[config.mk]
export PLATFORM = sky130hd
export DESIGN_NAME = control_seq
export DESIGN_NICKNAME = d
export VERILOG_FILES = /design/src/rtl/control_seq.sv
export SDC_FILE = /design/constraint.sdc
export NUM_CORES = 1
export LEC_CHECK = 0
export ABC_AREA = 1
export CAP_MARGIN = 5
export CORE_ASPECT_RATIO = 1.75
export CORE_MARGIN = 8
export CORE_UTILIZATION = 40
export CTS_CLUSTER_SIZE = 8
export DETAILED_ROUTE_END_ITERATION = 8
export PLACE_DENSITY = 0.75
export SETUP_SLACK_MARGIN = 0.05
export SYNTH_ARGS = -nofsm -noshare
export SYNTH_HDL_FRONTEND = slang
export SYNTH_SLANG_ARGS = --single-unit
[constraint.sdc]
create_clock -name clock -period 1.6 [get_ports clock]
set_input_delay 0.4 -clock clock [delete_from_list [all_inputs] [get_ports clock]]
set_output_delay 0.4 -clock clock [all_outputs]
set_load 0.01 [all_outputs]
[src/rtl/control_seq.sv]
// Microcoded-style control sequencer: fetch, decode and per-opcode
// execute steps driving a 24-bit control word for the datapath.
module control_seq #(
  parameter int MD_CYCLES   = 4,
  parameter int MEM_TIMEOUT = 15,
  parameter int CNT_W       = 8
) (
  input  logic        clock,
  input  logic        reset,
  input  logic        run,
  input  logic [31:0] ir,
  input  logic        mem_ready,
  input  logic        con_ff,
  output logic [23:0] ctl,
  output logic [4:0]  alu_op,
  output logic        halted,
  output logic        fault
);

  localparam int unsigned B_PCO    = 0;
  localparam int unsigned B_PCI    = 1;
  localparam int unsigned B_PC_INC = 2;
  localparam int unsigned B_MARI   = 3;
  localparam int unsigned B_MDRI   = 4;
  localparam int unsigned B_MDRO   = 5;
  localparam int unsigned B_IRI    = 6;
  localparam int unsigned B_MEM_RD = 7;
  localparam int unsigned B_MEM_WR = 8;
  localparam int unsigned B_GRA    = 9;
  localparam int unsigned B_GRB    = 10;
  localparam int unsigned B_GRC    = 11;
  localparam int unsigned B_RIN    = 12;
  localparam int unsigned B_ROUT   = 13;
  localparam int unsigned B_BAOUT  = 14;
  localparam int unsigned B_RYI    = 15;
  localparam int unsigned B_RZI    = 16;
  localparam int unsigned B_RZLO   = 17;
  localparam int unsigned B_RZHO   = 18;
  localparam int unsigned B_HII    = 19;
  localparam int unsigned B_LOI    = 20;
  localparam int unsigned B_CSIGNO = 21;
  localparam int unsigned B_CON_IN = 22;
  localparam int unsigned B_ALU_GO = 23;

  localparam logic [4:0] OP_LD   = 5'b00000;
  localparam logic [4:0] OP_ST   = 5'b00010;
  localparam logic [4:0] OP_MUL  = 5'b01111;
  localparam logic [4:0] OP_DIV  = 5'b10000;
  localparam logic [4:0] OP_BR   = 5'b10010;
  localparam logic [4:0] OP_NOP  = 5'b11010;
  localparam logic [4:0] OP_HALT = 5'b11011;

  typedef enum logic [4:0] {
    S_RESET, S_FETCH0, S_FETCH1, S_FETCH2, S_DECODE,
    S_A3, S_A4, S_A5,
    S_M3, S_M4, S_MW, S_M5, S_M6,
    S_L3, S_L4, S_L5, S_L6, S_L7,
    S_S3, S_S4, S_S5, S_S6, S_S7,
    S_B3, S_B4, S_B5, S_B6,
    S_HALT, S_FAULT
  } state_t;

  state_t     state_q, state_d;
  logic [CNT_W-1:0] cnt_q, cnt_d;
  logic [4:0] alu_op_q, alu_op_d;

  logic [4:0] opc;
  logic       is_alu;
  logic       mem_to;
  logic       md_done;
  logic       unused_ir;

  assign opc       = ir[31:27];
  assign unused_ir = ^ir[26:0];
  assign is_alu    = (opc >= 5'b00101) && (opc <= 5'b01011);
  assign mem_to    = (cnt_q == CNT_W'(MEM_TIMEOUT - 1));
  assign md_done   = (cnt_q == CNT_W'(MD_CYCLES - 1));

  always_ff @(posedge clock or negedge reset) begin
    if (!reset) begin
      state_q  <= S_RESET;
      cnt_q    <= '0;
      alu_op_q <= '0;
    end else begin
      state_q  <= state_d;
      cnt_q    <= cnt_d;
      alu_op_q <= alu_op_d;
    end
  end

  always_comb begin
    state_d  = state_q;
    cnt_d    = '0;
    alu_op_d = alu_op_q;
    ctl      = '0;
    unique case (state_q)
      S_RESET: state_d = S_FETCH0;
      S_FETCH0: begin
        ctl[B_PCO]    = 1'b1;
        ctl[B_MARI]   = 1'b1;
        ctl[B_PC_INC] = 1'b1;
        if (run) state_d = S_FETCH1;
      end
      S_FETCH1: begin
        ctl[B_MEM_RD] = 1'b1;
        if (mem_ready) begin
          ctl[B_MDRI] = 1'b1;
          state_d     = S_FETCH2;
        end else if (mem_to) begin
          state_d = S_FAULT;
        end else begin
          cnt_d = cnt_q + 1'b1;
        end
      end
      S_FETCH2: begin
        ctl[B_MDRO] = 1'b1;
        ctl[B_IRI]  = 1'b1;
        state_d     = S_DECODE;
      end
      S_DECODE: begin
        alu_op_d = opc;
        unique case (1'b1)
          is_alu:                          state_d = S_A3;
          (opc == OP_MUL || opc == OP_DIV): state_d = S_M3;
          (opc == OP_LD):                  state_d = S_L3;
          (opc == OP_ST):                  state_d = S_S3;
          (opc == OP_BR):                  state_d = S_B3;
          (opc == OP_NOP):                 state_d = S_FETCH0;
          (opc == OP_HALT):                state_d = S_HALT;
          default:                         state_d = S_FAULT;
        endcase
      end
      S_A3: begin
        ctl[B_GRB]  = 1'b1;
        ctl[B_ROUT] = 1'b1;
        ctl[B_RYI]  = 1'b1;
        state_d     = S_A4;
      end
      S_A4: begin
        ctl[B_GRC]    = 1'b1;
        ctl[B_ROUT]   = 1'b1;
        ctl[B_RZI]    = 1'b1;
        ctl[B_ALU_GO] = 1'b1;
        state_d       = S_A5;
      end
      S_A5: begin
        ctl[B_RZLO] = 1'b1;
        ctl[B_GRA]  = 1'b1;
        ctl[B_RIN]  = 1'b1;
        state_d     = S_FETCH0;
      end
      S_M3: begin
        ctl[B_GRA]  = 1'b1;
        ctl[B_ROUT] = 1'b1;
        ctl[B_RYI]  = 1'b1;
        state_d     = S_M4;
      end
      S_M4: begin
        ctl[B_GRB]    = 1'b1;
        ctl[B_ROUT]   = 1'b1;
        ctl[B_RZI]    = 1'b1;
        ctl[B_ALU_GO] = 1'b1;
        state_d       = S_MW;
      end
      // Idle while the datapath grinds through mul/div
      S_MW: begin
        if (md_done) state_d = S_M5;
        else         cnt_d   = cnt_q + 1'b1;
      end
      S_M5: begin
        ctl[B_RZLO] = 1'b1;
        ctl[B_LOI]  = 1'b1;
        state_d     = S_M6;
      end
      S_M6: begin
        ctl[B_RZHO] = 1'b1;
        ctl[B_HII]  = 1'b1;
        state_d     = S_FETCH0;
      end
      S_L3, S_S3: begin
        ctl[B_GRB]   = 1'b1;
        ctl[B_BAOUT] = 1'b1;
        ctl[B_RYI]   = 1'b1;
        state_d      = (state_q == S_L3) ? S_L4 : S_S4;
      end
      S_L4, S_S4: begin
        ctl[B_CSIGNO] = 1'b1;
        ctl[B_RZI]    = 1'b1;
        state_d       = (state_q == S_L4) ? S_L5 : S_S5;
      end
      S_L5, S_S5: begin
        ctl[B_RZLO] = 1'b1;
        ctl[B_MARI] = 1'b1;
        state_d     = (state_q == S_L5) ? S_L6 : S_S6;
      end
      S_L6: begin
        ctl[B_MEM_RD] = 1'b1;
        if (mem_ready) begin
          ctl[B_MDRI] = 1'b1;
          state_d     = S_L7;
        end else if (mem_to) begin
          state_d = S_FAULT;
        end else begin
          cnt_d = cnt_q + 1'b1;
        end
      end
      S_L7: begin
        ctl[B_MDRO] = 1'b1;
        ctl[B_GRA]  = 1'b1;
        ctl[B_RIN]  = 1'b1;
        state_d     = S_FETCH0;
      end
      S_S6: begin
        ctl[B_GRA]  = 1'b1;
        ctl[B_ROUT] = 1'b1;
        ctl[B_MDRI] = 1'b1;
        state_d     = S_S7;
      end
      S_S7: begin
        ctl[B_MEM_WR] = 1'b1;
        if (mem_ready)   state_d = S_FETCH0;
        else if (mem_to) state_d = S_FAULT;
        else             cnt_d   = cnt_q + 1'b1;
      end
      S_B3: begin
        ctl[B_GRA]    = 1'b1;
        ctl[B_ROUT]   = 1'b1;
        ctl[B_CON_IN] = 1'b1;
        state_d       = S_B4;
      end
      S_B4: begin
        ctl[B_PCO] = 1'b1;
        ctl[B_RYI] = 1'b1;
        state_d    = S_B5;
      end
      S_B5: begin
        ctl[B_CSIGNO] = 1'b1;
        ctl[B_RZI]    = 1'b1;
        state_d       = S_B6;
      end
      S_B6: begin
        ctl[B_RZLO] = 1'b1;
        ctl[B_PCI]  = con_ff;
        state_d     = S_FETCH0;
      end
      S_HALT:  state_d = S_HALT;
      S_FAULT: state_d = S_FAULT;
      default: state_d = S_FAULT;
    endcase
  end

  assign alu_op = alu_op_q;
  assign halted = (state_q == S_HALT);
  assign fault  = (state_q == S_FAULT);

endmodule

==> impl_metrics.env <==
export IMPL_utilization_pct=83.3
export IMPL_cts_clk_slew_worst_paths_ns=0.07
export IMPL_synth_area_um2=1610
export IMPL_hold_path_class="reg -> reg"
export IMPL_hold_end="alu_op[2]"
export IMPL_violations="setup timing"
export IMPL_final_cell_mix="82 x buf_4, 51 x nand2_1, 35 x buf_6"
export IMPL_setup_violations=44
export IMPL_fmax_ghz=0.476
export IMPL_fin_crit_sh_pct=131
export IMPL_via_per_inst=5.40
export IMPL_syn_num_nets=289
export IMPL_slew_headroom_pct=73.9
export IMPL_rr_worst_depth=13
export IMPL_worstSkewPairLatency_ns=0.25
export IMPL_hold_buffers=0
export IMPL_hold_path_depth=2
export IMPL_critPathLaunchType="register"
export IMPL_drv_slew=0
export IMPL_antenna_found_initial=0
export IMPL_yosysWarningCount=0
export IMPL_drc=0
export IMPL_wl_um=8100
export IMPL_grt_pass1_vias=2408
export IMPL_place_congestion=0.977
export IMPL_coreArea_um2=3870
export IMPL_rows=30
export IMPL_final_seq_area_um2=457
export IMPL_tightest_slew_ns=0.388
export IMPL_layout_commonest_cell="buf_4"
export IMPL_port_buffers=40
export IMPL_dp_cells=390
export IMPL_syn_area_per_cell_um2=6.44
export IMPL_layout_setup_ws_ns=-0.499
export IMPL_drt_initial_drc_count=163
export IMPL_track_usage_pct=22.1
export IMPL_fin_crit_ns=2.10
export IMPL_cts_sinks=18
export IMPL_cts_buffers=3
export IMPL_cp_data_required_time_ns=1.20
export IMPL_die_x_um=64.0
export IMPL_fin_total_pwr_mw=0.908
export IMPL_syn_to_final_growth_pct=99.9
export IMPL_end_kind="output port"
export IMPL_cts_root_buffer="clkbuf_8"
export IMPL_place_hpwl_um=4370
export IMPL_drv_cap=0
export IMPL_ff2ff_setup_slack_ns=-0.31
export IMPL_critPathMaxFanout=4
export IMPL_hold_start="alu_op[2]"
export IMPL_powerDensity_nw_per_um2=282
export IMPL_outcome="finished with violations"
export IMPL_ctsLongestPathBuffers=2
export IMPL_path_class="reg -> out"
export IMPL_grt_pass1_wl_um=11300
export IMPL_layout_drive_gt1_share_pct=55.4
export IMPL_rr_startpoint="state_q[2]"
export IMPL_dieArea_um2=6390
export IMPL_ys_types=27
export IMPL_fillers=210
export IMPL_grt_max_degree=19
export IMPL_instances_no_fill=443
export IMPL_io_pins=68
export IMPL_ir_worst_vdd_uv=663
export IMPL_cts_tree="done"
export IMPL_finalClockSkew_ns=0.00441
export IMPL_leakagePower_nw=1.73
export IMPL_diodes=0
export IMPL_num_vias=2391
export IMPL_cp_arrival_ns=1.70
export IMPL_yosysSeqAreaShare_pct=28.0
export IMPL_grt_setup_unrepaired="true"
export IMPL_netlist_instances=250
export IMPL_hold_viol_final=0
export IMPL_nets=435
export IMPL_routedWlPerCell_um=18.3
export IMPL_grt_overflow=0
export IMPL_synth_seq_cells=18
export IMPL_die_y_um=99.9
export IMPL_multi_input_area_um2=1270
export IMPL_ant_nets=0
export IMPL_reg2reg_to="state_q[0]"
export IMPL_first_pass_iters=4
export IMPL_cts_htree_levels=1
export IMPL_start_util_pct=41.7
==> sequential cells by signal, indices dropped and copies added, names as in the netlist <==
| register | cells |
|---|---|
| alu_op | 5 |
| cnt_q | 8 |
| state_q | 5 |
==> Yosys cell counts <==
library cell / count / area (um^2)
nand4_1: 8 / 50.1
nor2_2: 2 / 12.5
inv_4: 1 / 6.26
nand3_2: 5 / 50.1
nand3b_1: 2 / 15.0
a21oi_1: 2 / 10.0
nor3_2: 2 / 20.0
inv_2: 2 / 7.51
clkbuf_1: 1 / 3.75
nor2_4: 5 / 56.3
nor3_1: 4 / 20.0
ha_1: 2 / 25.0
o21ai_1: 1 / 5.00
nand3_1: 34 / 170
o211ai_1: 4 / 30.0
a21oi_4: 1 / 16.3
nor3b_2: 1 / 12.5
buf_6: 3 / 33.8
dfrtp_1: 18 / 450
nand2_2: 1 / 6.26
xor2_1: 3 / 26.3
buf_4: 2 / 15.0
nand2_1: 65 / 244
and3_1: 2 / 12.5
nor2_1: 36 / 135
inv_1: 31 / 116
o21ai_0: 12 / 60.1
==> metal layers <==
layer	track usage [%]	vias up	wire, um
li1	-	1101	-
met5	0	-	0
met4	14.7	0	590
met1	20.0	1101	2810
met3	4.13	52	433
met2	42.3	137	4270
==> how the worst max path moves through the flow <==
stage	from	to	slack, ns	depth (start not counted)
4_1_cts	state_q[1]	ctl[15]	-0.32	6
3_3_place_gp	state_q[3]	ctl[13]	-0.52	7
3_5_place_dp	state_q[3]	ctl[16]	-0.54	7
5_1_grt	state_q[2]	ctl[13]	-0.55	8
6_report	state_q[2]	ctl[13]	-0.50	8
2_1_floorplan	state_q[3]	ctl[15]	0.04	6
==> where the power goes <==
group	total, mW	switching [mW]	internal (mW)
Combinational	0.0924	0.0460	0.0464
Sequential	0.455	0	0.455
Clock	0.360	0.142	0.218
Total	0.908	0.188	0.719
==> cell families (layout without fill, tap and decap cells) <==
logic type      after synthesis  count (layout)  share of synthesized area (%)
compound gates               20              20                           7.54
flops                        18              18                           28.0
simple gates                167             167                           50.0
fa+ha+maj                     2               2                           1.55
buf+inv                      40             185                           11.3
xor+xnor                      3               3                           1.63
==> through the flow <==
stage / setup TNS (ns) / hold WS, ns / setup slack (ns) / area, um^2
final: -11.58 / 0.472 / -0.499 / 3220
after floorplan: 0 / 0.104 / 0.0402 / 1620
after global routing: -13.43 / 0.509 / -0.555 / 3220
after global placement: -11.37 / 0.463 / -0.524 / 2460
after CTS: -7.40 / 0.479 / -0.316 / 3020
after detailed placement: -11.94 / 0.464 / -0.540 / 2460
==> timing repair <==
| item | CTS | global route |
|---|---|---|
| endpoints found under the setup margin | 48 | 45 |
| pin swaps | 26 | 14 |
| resized for setup | 197 | 39 |
| setup buffers | 41 | 12 |
==> layout make-up <==
class,count,share of cell area (%)
repair buffers,147,38.2
multi-input cells,192,39.4
clock buffers,4,1.71
inverters,34,4.59
well taps,48,1.87
flip-flops and latches,18,14.2
==> worst max-delay path: stages (launching register included) <==
cell	delay, ns
dfrtp_2	0.46
buf_6	0.14
nor2_4	0.17
buf_6	0.12
nand3_1	0.11
nand2_2	0.12
inv_2	0.06
nand4_1	0.11
buf_2	0.17
Power figures use the tool's default switching activity.
==> RTL change, RTL diff (config.mk and constraints unchanged) <==
`CNT_W`: 8 -> 12.
--- a/src/rtl/control_seq.sv
+++ b/src/rtl/control_seq.sv
@@ -3,7 +3,7 @@
 module control_seq #(
   parameter int MD_CYCLES   = 4,
   parameter int MEM_TIMEOUT = 15,
-  parameter int CNT_W       = 8
+  parameter int CNT_W       = 12
 ) (
   input  logic        clock,
   input  logic        reset,
Behaviour: same outputs for any inputs over 10 cycles, from zero or initial values and one cycle with reset low; that may be too few to reach the edited logic, so the function may still have changed.
==> RTL change against the unedited design <==
The flow still finishes with violations (negative setup slack). Total power up 31%. Synthesized area increased by 16%. Via count grew 8.5%. Sequential power up 22%. Routed wire length shrank 3.0%. Sequential cell count rose by 4. Setup slack improved by 64 ps. Design area grew 6.0%. Die area is 13% higher.
==> RTL change: results (changes against the unedited design) <==
[setup_path] maximum cell stage delay along the critical path 490 ps [+30 ps]
[layout] count of nets after finishing 463 [+6.4%]
[clock_network] quantity of gates resized following cts 162 [-18%]
[setup_path] family with the most delay on the worst path flip-flops
[setup_path] Arr. time, crit path 1640 ps [-60 ps]
[global_routing] global routing usage on met2 0.366 [-0.0565]
[placed_design] instance count after placement with tap cells included 438 [+12%]
[global_routing] wire length of the first global-routing pass 11400 um [+0.19%]
[setup_path] worst flop-to-flop path startpoint state_q[0]$_DFFE_PN0P_
[layout] flip-flop count of the largest register, all copies and words added 12 [+4]
[detailed_routing] routed metal-1 wire length 2630 um [-6.4%]
[sta] Post-Route Skew 17.3 ps [+12.9 ps]
[global_routing] grt met3 use 0.0232 [-0.0181]
[sta] worst-case headroom to the max-slew limit 0.773 [+0.0338]
[placed_design] DP Worst Slack -574 ps [-33.9 ps]
[outcome] outcome finished with violations
[detailed_routing] WL met3 347 um [-20%]
[setup_path] CP startpoint state_q[3]$_DFFE_PN0P_
[synth] distinct cell type count after synthesis 31 [+15%]
[setup_path] worst setup path endpoint ctl[4]
[sta] number of endpoints failing setup at the final stage 43 [-2.3%]
[clock_network] Worst-path clk slew 100 ps [+30 ps]
[detailed_routing] routed len/inst 16.5 um [-9.5%]
[sta] worst hold slack after final layout 469 ps [-2.42 ps]
[worst_hold_path] min-delay worst type input port to asynchronous set/reset pin
[synth] Syn Nets 329 [+14%]
[global_routing] number of global-route vias before repair 2565 [+6.5%]
[synth] mean instance size in the synthesized netlist 6.46 um2 [+0.34%]
[detailed_routing] amount of wire on met2 after detailed routing 4310 um [+1.1%]
[placed_design] weighted congestion at the end of routability-driven global placement 0.932 [-4.6%]
[sta] aggregate negative setup slack -11060 ps [+519 ps]
[synth] top post-synthesis cells by count nand2_1, inv_1, nand3_1, nor2_1, dfrtp_1
[synth] Area contributors post-synth dfrtp_1, nand2_1, nand3_1
[sta] post-layout worst setup margin -436 ps [+63.6 ps]
[detailed_routing] routed vias/inst 5.46 [+1.2%]
[layout] fraction of layout cells with a size suffix above 1 0.499 [-0.0556]
[outcome] violated checks negative setup slack
## RTL change: cell types whose count changed in the layout (fill, tap and decap cells not counted), sizes merged, moves of 5 or more
cell	before	now
nand2	66	76
buf	132	121
a21oi	3	14
nand3	39	44
inv	34	47
o21ai	13	8
## RTL change: cells by family after synthesis
family | synth area share
and+or+nand+nor | 0.417
buffers and inverters | 0.118
AOI/OAI and AO/OA | 0.121
DFF | 0.294
xor gates and xnor gates | 0.0374
adders and majority gates | 0.0133
## RTL change: where the power goes
group / switching, mW / leakage (nW) / total [mW] / internal [mW]
clock: 0.206 / 0.0357 / 0.541 / 0.335
combinational: 0.0507 / 1.48 / 0.0955 / 0.0448
sequential: 0 / 0.262 / 0.555 / 0.555
## RTL change: layout make-up
cell class | count | area (um2)
Tap cell | 52 | 65.1
Sequential cell | 22 | 556
Clock buffer | 3 | 41.3
Timing Repair Buffer | 135 | 1150
Fill cell | 320 | 1170
Clock inverter | 1 | 30.0
Inverter | 47 | 179
Multi-Input combinational cell | 215 | 1400
